**config.mk**
```make
export PLATFORM = sky130hd
export DESIGN_NAME = spi_master
export DESIGN_NICKNAME = d
export VERILOG_FILES = /design/src/rtl/spi_master.sv
export SDC_FILE = /design/constraint.sdc
export NUM_CORES = 1
export LEC_CHECK = 0
export ABC_AREA = 1
export BUFFER_PORTS_ARGS = -buffer_cell sky130_fd_sc_hd__buf_4
export CAP_MARGIN = 5
export CORE_UTILIZATION = 45
export CTS_BUF_LIST = sky130_fd_sc_hd__clkbuf_16
export DETAILED_ROUTE_END_ITERATION = 12
export RECOVER_POWER = 25
export SLEW_MARGIN = 20
export SYNTH_ARGS = -nofsm -noshare
export SYNTH_HDL_FRONTEND = slang
export SYNTH_SLANG_ARGS = --single-unit
```
**constraint.sdc**
```tcl
create_clock -name clk -period 3.5 [get_ports clk]
set_input_delay 0.175 -clock clk [delete_from_list [all_inputs] [get_ports clk]]
set_output_delay 0.175 -clock clk [all_outputs]
set_load 0.01 [all_outputs]
```
**src/rtl/spi_master.sv**
```systemverilog
// SPI mode-0 master: one word per start request, MSB first, full duplex.
// Define SPI_MASTER_MISO_SYNC_EN to add a two-flop miso synchronizer (needs halfPeriod >= 3).
module spi_master #(
  parameter int width      = 8,
  parameter int halfPeriod = 4
) (
  input  logic             clk,
  input  logic             rst_n,
  input  logic             start,
  input  logic [width-1:0] txData,
  input  logic             miso,
  output logic             sclk,
  output logic             cs,
  output logic             mosi,
  output logic [width-1:0] rxData,
  output logic             busy,
  output logic             done
);

  localparam int BW = $clog2(width + 1);
  localparam int HW = (halfPeriod > 1) ? $clog2(halfPeriod) : 1;
  localparam logic [HW-1:0] HP_LAST  = HW'(halfPeriod - 1);
  localparam logic [BW-1:0] BIT_LAST = BW'(width);

  typedef enum logic [2:0] {IDLE, LEAD, HIGH, LOW, TRAIL} state_t;

  state_t           state, state_nx;
  logic [HW-1:0]    hp_cnt, hp_cnt_nx;
  logic [BW-1:0]    bit_cnt, bit_cnt_nx;
  logic [width-1:0] tx_sh, tx_sh_nx;
  logic [width-1:0] rx_sh, rx_sh_nx;
  logic [width-1:0] rx_data_nx;
  logic             sclk_nx, cs_nx, mosi_nx, busy_nx, done_nx;
  logic             miso_s;
  logic             hp_end;
  logic             accept;

`ifdef SPI_MASTER_MISO_SYNC_EN
  logic [1:0] miso_q;

  // The two-cycle lag is absorbed by the half-period wait before each sample.
  always_ff @(posedge clk or negedge rst_n) begin
    if (!rst_n) miso_q <= '0;
    else        miso_q <= {miso_q[0], miso};
  end

  assign miso_s = miso_q[1];
`else
  assign miso_s = miso;
`endif

  assign hp_end = (hp_cnt == HP_LAST);
  // A request coinciding with the done pulse is dropped.
  assign accept = start && !done;

  always_ff @(posedge clk or negedge rst_n) begin
    // NOTE: sequential state uses non-blocking assignments so every register
    // samples pre-edge values regardless of block ordering.
    if (!rst_n) state <= IDLE;
    else        state <= state_nx;
  end

  always_comb begin
    // NOTE: defaulting every comb output first prevents latch inference.
    state_nx = state;
    case (state)
      IDLE:    if (accept) state_nx = LEAD;
      LEAD:    if (hp_end) state_nx = HIGH;
      HIGH:    if (hp_end) state_nx = (bit_cnt == BIT_LAST) ? TRAIL : LOW;
      LOW:     if (hp_end) state_nx = HIGH;
      TRAIL:   if (hp_end) state_nx = IDLE;
      default: state_nx = IDLE;
    endcase
  end

  always_comb begin
    hp_cnt_nx  = (state == IDLE || hp_end) ? '0 : hp_cnt + 1'b1;
    bit_cnt_nx = bit_cnt;
    tx_sh_nx   = tx_sh;
    rx_sh_nx   = rx_sh;
    rx_data_nx = rxData;
    sclk_nx    = sclk;
    cs_nx      = cs;
    mosi_nx    = mosi;
    busy_nx    = busy;
    done_nx    = 1'b0;
    case (state)
      IDLE: begin
        if (accept) begin
          tx_sh_nx   = txData;
          mosi_nx    = txData[width-1];
          cs_nx      = 1'b0;
          busy_nx    = 1'b1;
          bit_cnt_nx = '0;
          rx_sh_nx   = '0;
        end
      end
      LEAD, LOW: begin
        if (hp_end) begin
          sclk_nx    = 1'b1;
          rx_sh_nx   = {rx_sh[width-2:0], miso_s};
          bit_cnt_nx = bit_cnt + 1'b1;
        end
      end
      HIGH: begin
        if (hp_end) begin
          sclk_nx = 1'b0;
          // After the last sample mosi keeps the final bit through TRAIL.
          if (bit_cnt != BIT_LAST) begin
            tx_sh_nx = {tx_sh[width-2:0], 1'b0};
            mosi_nx  = tx_sh[width-2];
          end
        end
      end
      TRAIL: begin
        if (hp_end) begin
          cs_nx      = 1'b1;
          busy_nx    = 1'b0;
          done_nx    = 1'b1;
          rx_data_nx = rx_sh;
        end
      end
      default: ;
    endcase
  end

  always_ff @(posedge clk or negedge rst_n) begin
    // NOTE: every register, including the shift registers, is reset so an
    // aborted transfer leaves no residue.
    if (!rst_n) begin
      hp_cnt  <= '0;
      bit_cnt <= '0;
      tx_sh   <= '0;
      rx_sh   <= '0;
      rxData  <= '0;
      sclk    <= 1'b0;
      cs      <= 1'b1;
      mosi    <= 1'b0;
      busy    <= 1'b0;
      done    <= 1'b0;
    end else begin
      hp_cnt  <= hp_cnt_nx;
      bit_cnt <= bit_cnt_nx;
      tx_sh   <= tx_sh_nx;
      rx_sh   <= rx_sh_nx;
      rxData  <= rx_data_nx;
      sclk    <= sclk_nx;
      cs      <= cs_nx;
      mosi    <= mosi_nx;
      busy    <= busy_nx;
      done    <= done_nx;
    end
  end

endmodule

```
# Word-level counts from Yosys, hierarchy flattened
# Cells that the tools add are included.
word_totals:
  reg_bits: 37
  out_inout_bits: 13
op_classes:
  addsub: 2
  muxes: 30
  reduce_logical: 15
  eq_ne: 12
op_table:
  columns: ["op", "count"]
  rows:
  - ["$mux 7", 3]
  - ["$mux 8", 2]
  - ["$pmux 8 s2", 1]
  - ["$mux 3", 5]
  - ["$pmux 7 s2", 1]
  - ["$pmux 3 s4", 1]
  - ["$mux 1", 9]
  - ["$reduce_and 3->1", 3]
  - ["$mux 4", 2]
  - ["$ne 2x2->1 const B", 4]
  - ["$pmux 1 s2", 4]
  - ["$pmux 4 s2", 1]
  - ["$reduce_and 4->1", 2]
  - ["$reduce_bool 2->1", 4]
  - ["$eq 3x2->1 const B", 2]
  - ["$add 4x1->4 const B", 1]
  - ["$eq 4x4->1 const B", 1]
  - ["$ne 4x4->1 const B", 1]
  - ["$eq 3x1->1 const B", 1]
  - ["$eq 3x3->1 const B", 1]
  - ["$logic_not 3->1", 1]
  - ["$add 2x1->2 const B", 1]
  - ["$eq 2x2->1 const B", 1]
  - ["$mux 2", 1]
  - ["6 further kinds", 6]

# Depth between registers and ports, before layout
logic_depth:
  ltp_word: 4
  depth_mapped: 8
  depth_no_buf: 8

# Worst setup path after synthesis
# Ideal clock, no wire load.
synth_path:
  path_type: "reg2reg"
  start: "register bit_cnt[0]"
  end: "register mosi"
  period_less_slack_ps: 1295
  setup_time_ps: 117
  arrival_ps: 1178
  path_stages_with_launch: 9
  slack_ps: 2205
  cell_sequence: "dfrtp_1 > inv_1 > ha_1 > nand3_1 > nand2_1 > nand2_4 > nand3_2 > nand2_1 > nand2_1"
synth_between:
  elab_chain_len: 3
synth_lines:
  columns: ["item", "line", "rtl"]
  rows:
  - ["from (decl)", "29", "logic [BW-1:0] bit_cnt, bit_cnt_nx;"]
  - ["from (signal assigned)", "143", "bit_cnt <= bit_cnt_nx;"]
  - ["$ne 4x4->1", "109", "if (bit_cnt != BIT_LAST) begin"]
  - ["$ne 2x2->1 (no source line)", null, null]
  - ["$reduce_and 4->1 (no source line)", null, null]
  - ["to (signal assigned)", "149", "mosi <= mosi_nx;"]
  - ["to (decl)", "14", "output logic mosi,"]
# Every way passes these cells.
# A chain may end at the register's enable or synchronous reset.

==> flow_summary.yaml <==
final_layout:
  drive_gt1_share_pct: 22.2
  num_antenna_cells: 0
  design_area_um2: 2190
  syn_to_final_growth_pct: 18.6
  final_core_util_pct: 57.7
  layout.nets: 266
  instances_no_fill: 300
worst_setup_path:
  cp_slowest_cell: "clkbuf_1"
  r2r_start: "state[1]"
  r2r_slack_ns: 1.91
  crit_fanout: 37
  cp-start-kind: "input port"
  critPathMaxStageDelay_ns: 1.44
  path_class: "input port to async pin"
  r2r_end: "rx_sh[7]"
  path_depth: 2
  crit_buf_inv: 2
  crit_arrival_ns: 2.15
  crit_chain: "dlygate4sd3_1 > clkbuf_1"
  critical_path.endpoint_type: "async pin"
  crit_start: "rst_n"
  crit_family: "buffers and inverters"
  critPathRequiredTime_ns: 3.48
  reg2reg_depth: 7
clocking:
  cts_root_buf: "clkbuf_16"
  cts_resized: 0
  cts_num_sinks: 37
  cts_inserted_buffers: 5
  cts_max_level: 2
  cts_setup_buffers: 0
  clk_latency_ns: 0.28
  clock_path_buffers: 2
  postCtsHoldBufs: 1
  path_clk_slew_ns: 0.06
  tritoncts: "yes"
placement:
  port_buffers: 24
  gp_congestion: 0.782
  dpl-instance-area_um2: 2040
  dp_hpwl_um: 2510
  post-place-ws_ns: 1.91
  placed_cells: 291
sta:
  worst_pin_slew_ns: 2.01
  fin_crit_sh_pct: 61.8
  setup_viol: 0
  slew-limit-headroom_pct: -34.0
  worst_slack_ns: 1.34
  whs_ns: 0.225
  layout_min_cycle_time_ns: 2.16
  fmaxAchievable_mhz: 462
  rsz0062_at_grt: "no"
  hold_viol: 0
  slew_violations: 38
  fin_skew_ns: 0.00595
  tns_ns: 0
die:
  die_h_um: 66.1
  core_area_um2: 3800
  start_util_pct: 48.6
  die_w_um: 66.1
  die-area_um2: 4370
  ios: 25
  fp-row-count: 22
yosys:
  synth_nets: 240
  ys_top_cells_by_count: "82 x nand2_1, 36 x dfrtp_1, 33 x nand3_1"
  ys_ff_latch: 37
  post-synth-top-count-cell: "nand2_1"
  ys.flop_type: "dfrtp_1"
  yosysWarnings: 0
  synth-edff-count: 0
  yosysTopAreaCell: "dfrtp_1"
  synthTopCellsByArea: "dfrtp_1 49%, nand2_1 17%, nand3_1 8.9%, inv_1 3.7%, o21ai_2 3.3%"
  ys_seq_area_share_pct: 50.2
  synth_top_cell_area_share_pct: 48.7
  ys_async_sr_fraction_pct: 100
  syn_area_um2: 1850
  synth.distinct_cells: 24
  synth_cells: 225
  syn_avg_cell_area_um2: 8.21
global_routing:
  grt_overflow: 0
  grt_pass1_vias: 1295
  grt_pass1_wl_um: 6150
  antenna_found_initial: 0
  grt_usage_pct: 19.1
  grt_max_degree: 38
routing:
  via_per_inst: 4.83
  wl_um: 3680
  wl_per_cell_um: 12.3
  ant_nets: 0
  dr_total_vias: 1450
  drtPass1Iterations: 4
  drt_iter0_markers: 102
  drc: 0
pwr:
  power_mw: 1.71
  p_leak_nw: 1.18
  vdd_drop_max_v: 0.000448
  power_density_nw_per_um2: 778
run_status:
  violations: "max-capacitance violations, max-slew violations"
  status: "finished with violations"
worst_hold_path:
  min_path_cells: 5
  hold_end: "tx_sh[2]"
  hold_class: "input port to flop"
  hold_path.startpoint: "txData[2]"
run:
  maxCapViolCount: 1
-- cell usage in the layout, fill, tap and decap left out, drive strengths merged, types with 2 or more instances in the layout --
master,Yosys,layout
clkbuf,0,6
nor3,2,2
buf,6,23
dfrtp,36,36
o21ai,9,9
inv,23,23
nand3,35,35
nand2,89,89
clkinv,0,3
ha,3,3
nor2,17,17
-- cell type report --
class,instances,area (um^2)
clock buffers,5,125
well taps,48,60.1
inverters,23,86.3
fillers,371,1610
flip-flops and latches,37,927
clock inverters,3,17.5
repair buffers,25,186
multi-input cells,159,790
-- sequential cells by signal (all words and copies together) (netlist names) --
register	count
rx_sh	8
rxData	8
mosi	1
tx_sh	7
state	3
cs	1
done	1
bit_cnt	4
sclk	1
busy	1
hp_cnt	2
-- where the power goes --
group / internal, mW / switching (mW)
Sequential: 0.566 / 0.114
Combinational: 0.210 / 0.389
Clock: 0.261 / 0.166
Total: 1.04 / 0.669
-- routing by layer --
metal	track usage (%)	share of wire [%]
met4	6.38	0.92
met2	26.1	41
met3	5.69	3.9
met1	28.3	54
met5	0	0
-- worst max path at each step --
| stage | end |
|---|---|
| floorplan | mosi |
| global placement | rx_sh[7] |
| detailed placement | rx_sh[7] |
| CTS | rx_sh[7] |
| global route | bit_cnt[0] |
| finish | mosi |
-- cells by family (layout without fill, tap and decap cells) --
logic type / count (synthesis) / count (layout) / synth area share [%]
adders and majority gates: 3 / 3 / 2.03
buffers and inverters: 29 / 56 / 7.11
DFF: 37 / 37 / 50.2
and+or+nand+nor: 145 / 145 / 36.2
AOI/OAI and AO/OA: 11 / 11 / 4.54
Power figures use the tool's default switching activity.
